==> src/rtl/imem_bridge_pkg.sv <==
// Shared widths, strobe polarities, stall encodings and FSM states for the instruction SRAM bridge.
// No logic here, so no latency of its own.
// No flow control here either; the stall encoding is the only backpressure the bridge has.
package imem_bridge_pkg;

  localparam int REG_BUS       = 32;
  localparam int INST_ADDR_BUS = 32;
  localparam int INST_BUS      = 32;

  // The SRAM strobes are active-low, so "enable" is the low level.
  localparam logic CHIP_ENABLE  = 1'b0;
  localparam logic CHIP_DISABLE = 1'b1;

  localparam logic STOP   = 1'b1;
  localparam logic NOSTOP = 1'b0;

  localparam logic [INST_BUS-1:0] NOP_INST = '0;

  typedef enum logic [1:0] {
    ST_IDLE = 2'd0,
    ST_LO   = 2'd1,
    ST_HI   = 2'd2
  } fetch_state_t;

endpackage

==> src/rtl/imem_bridge.sv <==
// Instruction fetch bridge: one-entry buffer in front of a 16-bit async SRAM, two reads per word.
// Latency: a hit answers in the same cycle; a miss stalls for 2*WAIT_CYCLES+3 cycles.
// Backpressure: stallreq_if holds the pipeline while ice=1 and the buffer misses; a fill is never aborted.
module imem_bridge
  import imem_bridge_pkg::*;
#(
  parameter int WAIT_CYCLES = 2,
  parameter int SRAM_AW     = 20
) (
  input  logic                     cpu_clk_50M,
  input  logic                     cpu_rst_n,
  input  logic                     ice,
  input  logic [INST_ADDR_BUS-1:0] iaddr,
  output logic [INST_BUS-1:0]      inst,
  output logic                     stallreq_if,
  output logic                     sram_ce_n,
  output logic                     sram_oe_n,
  output logic [SRAM_AW-1:0]       sram_addr,
  input  logic [15:0]              sram_data
);

  localparam logic [3:0] WAIT_LAST = 4'(WAIT_CYCLES);

  fetch_state_t        state;
  fetch_state_t        state_nxt;
  logic [29:0]         fetch_q;
  logic [29:0]         tag_q;
  logic                valid_q;
  logic [REG_BUS-1:0]  data_q;
  logic [3:0]          cnt_q;
  logic [SRAM_AW-1:0]  addr_q;
  logic                hit;
  logic                phase_done;
  logic                start_fill;
  logic                unused_addr_bits;

  // Instruction addresses are word aligned; the byte offset carries no information.
  assign unused_addr_bits = ^iaddr[1:0];

  assign hit        = (state == ST_IDLE) && ice && valid_q && (tag_q == iaddr[31:2]);
  assign phase_done = (cnt_q == WAIT_LAST);
  assign sram_addr  = addr_q;

  // State register.
  always_ff @(posedge cpu_clk_50M or negedge cpu_rst_n) begin
    if (!cpu_rst_n) state <= ST_IDLE;
    else            state <= state_nxt;
  end

  // Next state, strobes and pipeline-facing outputs; everything stays quiet while in reset.
  always_comb begin
    state_nxt   = state;
    inst        = NOP_INST;
    stallreq_if = NOSTOP;
    sram_ce_n   = CHIP_DISABLE;
    sram_oe_n   = CHIP_DISABLE;
    start_fill  = 1'b0;
    if (cpu_rst_n) begin
      case (state)
        ST_IDLE: begin
          if (hit) begin
            inst = data_q;
          end else if (ice) begin
            stallreq_if = STOP;
            start_fill  = 1'b1;
            state_nxt   = ST_LO;
          end
        end
        ST_LO: begin
          sram_ce_n   = CHIP_ENABLE;
          sram_oe_n   = CHIP_ENABLE;
          stallreq_if = ice ? STOP : NOSTOP;
          if (phase_done) state_nxt = ST_HI;
        end
        ST_HI: begin
          sram_ce_n   = CHIP_ENABLE;
          sram_oe_n   = CHIP_ENABLE;
          stallreq_if = ice ? STOP : NOSTOP;
          if (phase_done) state_nxt = ST_IDLE;
        end
        default: state_nxt = ST_IDLE;
      endcase
    end
  end

  // Fill datapath: latch the miss address, count wait states, assemble the word low half first.
  always_ff @(posedge cpu_clk_50M or negedge cpu_rst_n) begin
    if (!cpu_rst_n) begin
      fetch_q <= '0;
      tag_q   <= '0;
      valid_q <= 1'b0;
      data_q  <= '0;
      cnt_q   <= '0;
      addr_q  <= '0;
    end else begin
      case (state)
        ST_IDLE: begin
          if (start_fill) begin
            fetch_q <= iaddr[31:2];
            valid_q <= 1'b0;
            cnt_q   <= '0;
            addr_q  <= {iaddr[SRAM_AW:2], 1'b0};
          end
        end
        ST_LO: begin
          if (phase_done) begin
            data_q[15:0] <= sram_data;
            cnt_q        <= '0;
            addr_q       <= {fetch_q[SRAM_AW-2:0], 1'b1};
          end else begin
            cnt_q <= cnt_q + 4'd1;
          end
        end
        ST_HI: begin
          if (phase_done) begin
            data_q[31:16] <= sram_data;
            tag_q         <= fetch_q;
            valid_q       <= 1'b1;
            cnt_q         <= '0;
          end else begin
            cnt_q <= cnt_q + 4'd1;
          end
        end
        default: cnt_q <= '0;
      endcase
    end
  end

endmodule

==> config.mk <==
export PLATFORM = sky130hd
export DESIGN_NAME = imem_bridge
export DESIGN_NICKNAME = d
export VERILOG_FILES = /design/src/rtl/imem_bridge_pkg.sv /design/src/rtl/imem_bridge.sv
export SDC_FILE = /design/constraint.sdc
export NUM_CORES = 1
export LEC_CHECK = 0
export ABC_AREA = 1
export CAP_MARGIN = 20
export CORE_ASPECT_RATIO = 1.5
export CORE_MARGIN = 2
export CORE_UTILIZATION = 50
export CTS_CLUSTER_SIZE = 14
export DETAILED_ROUTE_END_ITERATION = 12
export GPL_ROUTABILITY_DRIVEN = 0
export PLACE_DENSITY = 0.77
export SLEW_MARGIN = 10
export SYNTH_ARGS = -nofsm -noshare
export SYNTH_HDL_FRONTEND = slang
export SYNTH_SLANG_ARGS = --single-unit
==> constraint.sdc <==
create_clock -name cpu_clk_50M -period 4.5 [get_ports cpu_clk_50M]
set_clock_uncertainty 0.05 [all_clocks]
set_input_delay 0.9 -clock cpu_clk_50M [delete_from_list [all_inputs] [get_ports cpu_clk_50M]]
set_output_delay 0.9 -clock cpu_clk_50M [all_outputs]
set_load 0.01 [all_outputs]
Word level (Yosys, flattened, before mapping):

Index checks and enable logic that the tools add are counted.
W data, S select, Z words.

* reductions and logical operators: 13
* multiplexer cells: 25
* add/subtract/negate cells: 1
* equal/unequal tests: 9

Operators with widths (count)
* $mux W32: 3
* $mux W20: 2
* $pmux W20 S2: 1
* $eq A30 B30 Y1: 1
* $ne A2 B2 Y1 const B: 5
* $mux W1: 9
* $mux W2: 4
* $mux W4: 2
* $pmux W4 S2: 1
* $pmux W2 S3: 1
* $reduce_and A2 Y1: 3
* $reduce_and A3 Y1: 2
* $reduce_and A5 Y1: 1
* $add A4 B1 Y4 const B: 1
* $eq A4 B2 Y1 const B: 1
* $pmux W1 S2: 2
* $reduce_bool A2 Y1: 2
* $logic_and A1 B1 Y1: 3
* $eq A2 B1 Y1 const B: 1
* $eq A2 B2 Y1 const B: 1
* $logic_not A2 Y1: 1
* $reduce_or A2 Y1: 1

* output and inout port bits: 55
* flip-flop bits (word level): 119
* logic and storage cells: 56
* input bits: 51

Logic depth before layout (Yosys ltp):

Gate-level depths: netlist of the first run.

* depth in word-level cells: 9
* mapped depth: 15
* mapped depth without buffers: 14

Worst setup path after synthesis of the first run:

OpenSTA, ideal clock, no wires.

* path kind: input-to-output
* from: input iaddr[16]
* to: output inst[10]
* setup slack: 1624 ps
* data required time: 3550 ps
* path buffers: 1
* arrival: 1926 ps
* cell stages on the path: 10
* path through: inv_1 -> nand2_1 -> nand2_1 -> nand2_1 -> nor2_1 -> nand2_1 -> nor2_1 -> nand3_1 -> clkbuf_1 -> nor2_1

* word-level cells in the longest chain between the ends: 5

Ends and longest elaborated chain
* from (decl): RTL line imem_bridge.sv:13 `input logic [INST_ADDR_BUS-1:0] iaddr,`
* $eq A30 B30 Y1: RTL line imem_bridge.sv:40 `assign hit = (state == ST_IDLE) && ice && valid_q && (tag_q == iaddr[31:2]);`
* $logic_and A1 B1 Y1: RTL line imem_bridge.sv:40
* $mux W32: RTL line imem_bridge.sv:61 `if (hit) begin`
* $mux W32: RTL line imem_bridge.sv:59 `case (state)`
* $mux W32: RTL line imem_bridge.sv:58 `if (cpu_rst_n) begin`
* to (decl): RTL line imem_bridge.sv:14 `output logic [INST_BUS-1:0] inst,`

No other way between the ends.

Worst setup path after layout of the first run:

* from: input iaddr[8]
* to: output inst[6]

The elaborated chain is that of the path after synthesis.

==> results.md, run 1 <==
Run status:
- The flow ran to the end, and the final reports show no timing, DRC or antenna violations.

Setup path:
- The critical path contains buffers and inverters numbering 3 combined.
- The required arrival time at the worst endpoint is 3.55 ns.
- Among all stages on the critical path, the largest delay is contributed by sky130_fd_sc_hd__clkdlybuf4s50_1.
- The largest stage delay on the critical path is between 0.5 and 0.6 ns.
- STA classifies the critical path endpoint as an output port.
- The critical path is of the input port to output port type.
- The startpoint type of the worst setup path is an input port.
- The most critical setup path has its startpoint at iaddr[8].
- The startpoint identified for the worst register-to-register timing path is state[0]$_DFFE_PN0P_.
- For the worst setup path, the data arrival time is about 3.2 ns.
- The kind of cell adding the most delay to the critical path is buffers and inverters.
- Along the worst path, the maximum fanout reaches 32.
- The signal on the critical path passes through clkdlybuf4s50_1 > xnor2_1 > nand2_1 > nor2_1 > nand2_1 > nor2_2 > nand3_1 > buf_4 > nor2_1 > clkdlybuf4s50_1.

Synth:
- The synthesized netlist devotes 9.49% of its cell area to compound gates.
- The proportion of netlist area held by the largest area contributor is between 50% and 60%.
- The largest family of logic cells by synthesized area is simple AND/OR/NAND/NOR gates.
- Summed over all instances, the cell type with the most area after synthesis is sky130_fd_sc_hd__dfrtp_1.
- The synthesized instance count is about 700.
- Summing every instance area after synthesis gives 5590 um^2.
- Synthesis inferred between 100 and 150 register bits.
- Multiplexer cells account for 2.42% of the synthesized area.
- By area the synthesized netlist is led by sky130_fd_sc_hd__dfrtp_1 (53%), sky130_fd_sc_hd__nand2_1 (15%), sky130_fd_sc_hd__o21ai_0 (9.0%).
- The number of unique standard cell types used by synthesis is 21.
- The fraction of synthesized cell area in xor and xnor cells is 2.19%.
- The number of warnings reported in the yosys synthesis log is 0.
- The number of nets in the synthesized netlist is 754.
- Dividing the synthesized area by the synthesized cell count gives between 8 and 9 um^2.
- The fraction of the mapped netlist area in simple logic gates is 21.6%.
- The fraction of the yosys area taken by sequential cells is 53.2%.
- The synthesized netlist devotes under 10% of its cell area to adder and majority cells.

GRT:
- The total overflow left after global routing is 0.
- The maximum number of pins on one net before global-route repair is 69.
- For this run, the total global-route usage over all layers was measured as 24.0%.
- The number of antenna violations at the first check in global routing came to 0.
- The via count of the first global-routing pass is between 4000 and 5000.
- The global-route wire length before repair is 22900 um.

Pwr:
- VDD sags by at most 0.414 mV.
- The analysis attributes to cell leakage a power of 0.00355 uW.
- For this design the ratio of total power to cell area is between 600 and 700 nW/um^2.
- Overall power consumption after layout is estimated at 4510 uW.

Floorplanning:
- The die width is 90.4 um.
- The placement row count is 47.
- In this run the vertical extent of the chip is ~130 um.
- The initial core utilization is 50.9%.
- After floorplanning, the core was sized to cover 11000 um^2.
- The I/O pin count is 106.
- The area of the die is about 12000 um^2.

CTS:
- The H-tree generated during clock tree synthesis spans 4 levels.
- In this run, post-CTS repair resized a total of 0 instances.
- Counting along the longest clock path gives a buffer depth of 2.
- The root buffer cell chosen for the clock tree is sky130_fd_sc_hd__clkbuf_16.
- In this run, CTS created clock tree buffers numbering 17.
- Clock tree synthesis found a total of 119 sinks.
- The clock reaches the later pin of the worst-skew pair after 0.41 ns.
- TritonCTS built the clock tree.
- After clock tree synthesis, the setup repair step added 0 buffers.
- Hold repair after CTS inserted 0 buffers.
- The register clock-pin slew on the reported worst setup and hold paths is 0.06 ns.

STA:
- The number of endpoints failing setup at the final stage is 0.
- The minimum period implied by the final worst setup slack is 4.13 ns.
- Setup repair after global routing left no endpoint under its margin.
- The post-route setup TNS is 0 ns.
- The ratio of final minimum period to clock period is 91.7%.
- The number of endpoints with negative hold slack in the final report was 0.
- The achievable clock frequency is approximately 0.24 GHz.
- Headroom to the max-slew limit came out at around 27%.
- The number of slew-limit violations in the final report is 0.
- For the pin with the worst max-slew slack, the measured transition is between 1 and 1.5 ns.

Job:
- Max-cap violations in this run came to 0.

Finish:
- The relative area change from synthesis to final layout is 30.5%.
- The library cell used most frequently in the layout, excluding fill and tap cells, is sky130_fd_sc_hd__nand2_1.
- The filler cells instantiated in the layout total 899.
- The design area is ~7300 um^2.
- The layout cell share with drive strength beyond 1 is 7.30%.
- The final-stage net count is 853.
- The count of inserted antenna diode cells is 0.
- The library cells used most frequently in the layout, excluding fill and tap cells, are sky130_fd_sc_hd__nand2_1 (223), sky130_fd_sc_hd__dfrtp_1 (119), sky130_fd_sc_hd__clkdlybuf4s50_1 (102).

Detailed routing:
- In this run, the number of DRC markers left after iteration 0 of detailed routing was 232.
- The number of optimization iterations in the first detailed-route pass is 5.
- For this run, design rule violations remaining after detail routing come to 0.
- The count of antenna-violating nets left after detailed routing is 0.
- The via density per instance is 4.94.
- The routed via count is 4716.
- The per-cell routed wire length is between 10 and 15 um.
- The total wire length after detailed routing is between 10000 and 15000 um.

Placement:
- The number of port buffers is 103.
- The total placed instance area is around 6700 um^2.
- The detailed placer's ending HPWL is 9340 um.

Worst hold path:
- In this run the worst hold path is classified as input port to asynchronous set/reset pin.
worst paths after layout:
| path | endpoint | cells after the start | slack [ns] |
|---|---|---|---|
| setup / recovery | inst[6] | 10 | 0.37 |
| hold / removal | data_q[17]$_DFFE_PN0P_ | 1 | 0.35 |
| setup reg to reg | sram_addr[0]$_DFFE_PN0P_ | 15 | 1.27 |
| hold reg to reg | sram_addr[11]$_DFFE_PN0P_ | 2 | 0.43 |
| max in group asynchronous | tag_q[4]$_DFFE_PN0P_ | 2 | 2.86 |
| min in group cpu_clk_50M | sram_addr[11]$_DFFE_PN0P_ | 2 | 0.43 |
layer usage:
layer  up-vias  wire (um)  GRT usage [%]
li1       2329          -              -
met2       133       7430           43.3
met3        16        608           4.75
met5         -          0              0
met1      2238       5560           27.6
met4         0        267           10.2
report_power, final:
part           internal, uW  switching [uW]  leakage [uW]
Combinational           585             904       0.00180
Clock                   774             498      0.000261
Sequential             1510             234       0.00149
cell type report:
cell class | instances | area (um^2) | share of cell area (%)
tap | 147 | 184 | 2.52
clock inverter | 14 | 129 | 1.77
timing repair buffer | 112 | 1100 | 15.1
sequential | 119 | 2980 | 40.8
multi-input combinational | 447 | 2100 | 28.7
clock buffer | 18 | 439 | 6.02
inverter | 98 | 368 | 5.04
cells in the mapped netlist:
cell                         n
sky130_fd_sc_hd__a21oi_1     5
sky130_fd_sc_hd__buf_1       2
sky130_fd_sc_hd__buf_2       6
sky130_fd_sc_hd__buf_4       3
sky130_fd_sc_hd__buf_6       3
sky130_fd_sc_hd__clkbuf_1   18
sky130_fd_sc_hd__dfrtp_1   119
sky130_fd_sc_hd__ha_1        7
sky130_fd_sc_hd__inv_1      98
sky130_fd_sc_hd__mux2_2     12
sky130_fd_sc_hd__nand2_1   223
sky130_fd_sc_hd__nand2_2     1
sky130_fd_sc_hd__nand2_4     1
sky130_fd_sc_hd__nand3_1    30
sky130_fd_sc_hd__nand4_1     1
sky130_fd_sc_hd__nor2_1     50
sky130_fd_sc_hd__nor2_2      1
sky130_fd_sc_hd__nor3_1      1
sky130_fd_sc_hd__o21ai_0   101
sky130_fd_sc_hd__xnor2_1    12
sky130_fd_sc_hd__xor2_1      2
per-stage QoR:
step                      hold WS (ns)  worst slack, ns  utilization [%]  instances
final                            0.354            0.374             66.4        955
after global routing             0.370            0.257             66.4        955
after CTS                        0.354            0.362             66.2        954
after detailed placement         0.409            0.407             61.1        922
after global placement           0.398            0.445             61.1        922
after floorplan                  0.386             1.62                -        696
registers in the layout, summed over array words and instances, names as in the netlist:
name / cells
fetch_q: 30
sram_addr: 20
valid_q: 1
state: 2
data_q: 32
cnt_q: 4
tag_q: 30
logic make-up (layout without fill, tap and decap cells):
family,Yosys count,in the layout
AOI/OAI and AO/OA,106,106
xor gates and xnor gates,14,14
adders and majority gates,7,7
buffers and inverters,130,242
DFF,119,119
muxes,12,12
and+or+nand+nor,308,308
Power figures use the tool's default switching activity.
==> inputs of run 2 (changes only) <==
--- a/config.mk
+++ b/config.mk
@@ -7,7 +7,6 @@
 export LEC_CHECK = 0
 export ABC_AREA = 1
 export CAP_MARGIN = 20
-export CORE_ASPECT_RATIO = 1.5
 export CORE_MARGIN = 2
 export CORE_UTILIZATION = 50
 export CTS_CLUSTER_SIZE = 14
==> run 2 against run 1 <==
Net effect:
- utilization up 1.3 points
- register-to-register slack worse by 0.10 ns
- critical path depth up 3
- non-clock buffer count up 1
- global-route usage up 0.45 points
- final area up 0.93%
- highest routed layer unchanged
==> results.md, run 2 (synthesis results as in run 1) <==
Pwr:
- The logic gate share of total power is 31.7% (was 33.0%).
- The switching power share of the total is 33.9% (was 36.3%).
- The power share of the clock group is 31.2% (was 28.2%).
- The reported leakage power is 0.00361 uW (was 0.00355 uW).
- The power density normalized to cell area is 636 nW/um^2 (was 618 nW/um^2).
- The net switching component of the power is 1590 uW (was 1640 uW).
- The maximum vdd drop was 0.323 mV (was 0.414 mV).
- The fraction of power consumed by sequential logic is 37.1% (was 38.8%).
- The cell-internal power came to 3100 uW (was 2870 uW).

Placement:
- The total placed instance area is 6710 um^2 (about the same).
- The post-placement worst setup slack is 0.442 ns (was 0.407 ns).
- The detailed placer's ending HPWL came to 8950 um (was 9340 um).
- The number of port buffers was 103 (unchanged).

Detailed routing:
- The count of antenna-violating nets left after detailed routing is 0 (unchanged).
- The routed via count is 4814 (was 4716).
- The count of routing violations after the opening detailed-route iteration was 273 (was 232).
- The via density per instance came to 5.07 (was 4.94).
- The number of optimization iterations in the first detailed-route pass is 5 (unchanged).
- The total wire length after detailed routing is 13800 um (was 13900 um).
- The number of remaining DRC errors is 0 (unchanged).
- The per-cell routed wire length was 14.6 um (was 14.5 um).

CTS:
- The number of buffers inserted during clock tree synthesis is 17 (unchanged).
- The post-CTS setup buffer count came to 0 (unchanged).
- The TritonCTS clock tree is yes (unchanged).
- The root cell of the clock tree is sky130_fd_sc_hd__clkbuf_8 (was sky130_fd_sc_hd__clkbuf_16).
- The post-cts hold buffer count is 0 (unchanged).
- The latest clock arrival within the worst-skew pair is 0.52 ns (was 0.41 ns).
- The register clock-pin slew on the reported worst setup and hold paths is 0.06 ns (about the same).
- The maximum count of clock buffers along a single path is 2 (unchanged).
- The maximum level of the CTS H-tree is 4 (unchanged).
- The count of cells resized by post-cts repair was 0 (unchanged).
- The total clock sinks is 119 (unchanged).

Setup path:
- The required arrival time at the worst endpoint is 3.55 ns (about the same).
- The type of destination of the critical path was an output port (unchanged).
- The startpoint type of the worst setup path was an input port (unchanged).
- The largest fanout of any net on the critical path is 32 (unchanged).
- The endpoint arrival time on the critical path is 3.20 ns (was 3.18 ns).
- The critical setup path kind is input port to output port (unchanged).
- The register-to-register setup slack came to 1.17 ns (was 1.27 ns).

STA:
- The number of endpoints failing setup at the final stage was 0 (unchanged).
- The final worst setup slack was 0.346 ns (was 0.374 ns).
- The achievable clock frequency is 0.241 GHz (was 0.242 GHz).
- The max-slew headroom at the worst pin is 45.5% (was 27.5%).
- Setup repair after global routing missed its margin: no (unchanged).
- The number of slew-limit violations in the final report is 0 (unchanged).
- The ratio of final minimum period to clock period is 92.3% (was 91.7%).
- The post-route setup TNS is 0 ns (unchanged).
- The minimum period implied by the final worst setup slack is 4.15 ns (was 4.13 ns).
- The measured slew at the worst slew-check pin is 0.818 ns (was 1.09 ns).
- The number of endpoints with negative hold slack in the final report is 0 (unchanged).

Finish:
- The final-stage net count was 854 (was 853).
- The layout cell share with drive strength beyond 1 is 7.05% (was 7.30%).
- The flip-flop count of the largest register, all copies and words added is 32 (unchanged).
- The register name with the most flops is data_q (unchanged).
- The count of inserted antenna diode cells is 0 (unchanged).
- The area of combinational cells with multiple inputs came to 2100 um^2 (unchanged).
- Largest registers ranked by flip-flop count: data_q: 32 flops, fetch_q: 30 flops, tag_q: 30 flops (unchanged).
- The area used by sequential logic in the layout was 2980 um^2 (unchanged).
- Most frequent cells in the layout: sky130_fd_sc_hd__nand2_1 (223), sky130_fd_sc_hd__dfrtp_1 (119), sky130_fd_sc_hd__clkdlybuf4s50_1 (102) (unchanged).
- The most common cell after layout, fill and taps aside is sky130_fd_sc_hd__nand2_1 (unchanged).
- The number of fillers in the final layout came to 865 (was 899).
- The design area is 7360 um^2 (was 7300 um^2).
- The relative area change from synthesis to final layout is 31.7% (was 30.5%).

Run status:
- Result of the run: complete, no violations (unchanged).

Floorplanning:
- The die width is 110 um (was 90.4 um).
- The initial core utilization came to 51.4% (was 50.9%).
- The vertical extent of the die came to 110 um (was 134 um).
- The area of the die is 12000 um^2 (was 12100 um^2).
- The placement row count is 38 (was 47).
- The standard cell core area is 10900 um^2 (was 11000 um^2).
- The I/O pin count is 106 (unchanged).

GRT:
- The number of antenna violations at the first check in global routing was 0 (unchanged).
- The aggregate global routing overflow came to 0 (unchanged).
- The via count of the first global-routing pass is 4825 (was 4832).
- The global-route wire length before repair is 22500 um (was 22900 um).
- The maximum number of pins on one net before global-route repair is 66 (was 69).
- The global-route total usage across every layer is 24.4% (was 24.0%).

Job:
- The number of maximum-capacitance violations came to 0 (unchanged).

Worst hold path:
- The type of the most critical hold path is input port to asynchronous set/reset pin (unchanged).
## run 2: cell types whose count changed in the layout (fill, tap and decap cells not counted), sizes merged
cell      change
inv           -1
bufinv        +4
clkbuf        +5
clkinvlp      -6
buf           +1
clkinv        -2
## run 2: path summary, 6_finish.rpt
check / from / to / cells past startpoint
max: iaddr[5] / inst[29] / 13
min: cpu_rst_n / tag_q[27]$_DFFE_PN0P_ / 1
max in group asynchronous: cpu_rst_n / data_q[15]$_DFFE_PN0P_ / 2
max reg2reg: state[0]$_DFFE_PN0P_ / sram_addr[9]$_DFFE_PN0P_ / 15
min reg2reg: sram_addr[0]$_DFFE_PN0P_ / sram_addr[0]$_DFFE_PN0P_ / 2
min in group cpu_clk_50M: sram_addr[0]$_DFFE_PN0P_ / sram_addr[0]$_DFFE_PN0P_ / 2
## run 2: power groups by stage
stage               Clock [uW]  Sequential [uW]  Combinational [uW]
global route              1520             1790                1690
floorplan                    0             1730                 959
finish                    1460             1740                1480
detailed placement           0             1750                1460
CTS                       1470             1730                1480
global placement             0             1720                1390
## run 2: area by class of cell
type | count | area share [%]
Tap cell | 140 | 2.38
Multi-Input combinational cell | 447 | 28.5
Sequential cell | 119 | 40.4
Timing Repair Buffer | 113 | 15.1
Inverter | 98 | 4.99
Clock buffer | 23 | 6.34
Clock inverter | 9 | 2.31
## run 2: critical path, cell delays in order
cell	delay [ns]
sky130_fd_sc_hd__clkdlybuf4s50_1	0.53
sky130_fd_sc_hd__inv_1	0.08
sky130_fd_sc_hd__nand2_1	0.07
sky130_fd_sc_hd__nand2_1	0.05
sky130_fd_sc_hd__inv_1	0.06
sky130_fd_sc_hd__nand2_1	0.04
sky130_fd_sc_hd__nor2_1	0.16
sky130_fd_sc_hd__nand2_1	0.09
sky130_fd_sc_hd__nor2_2	0.14
sky130_fd_sc_hd__nand3_1	0.08
sky130_fd_sc_hd__buf_4	0.25
sky130_fd_sc_hd__nor2_1	0.16
sky130_fd_sc_hd__clkdlybuf4s50_1	0.56
## run 2: per-layer routing
layer  track usage (%)  vias up  routed length (um)
met2              40.9      135                7030
met3              5.51       24                 632
met5                 0        -                   0
li1                  -     2340                   -
met1              30.1     2315                5890
met4              11.2        0                 293
## run 2: metrics by stage
stage          cells  power (uW)  util [%]  hold WS (ns)
6_report         949        4680      67.6         0.225
5_1_grt          949        5000      67.6         0.244
4_1_cts          948        4690      67.5         0.228
3_5_place_dp     916        3200      61.7         0.408
3_3_place_gp     916        3110      61.7         0.399
2_1_floorplan    696        2690         -         0.386
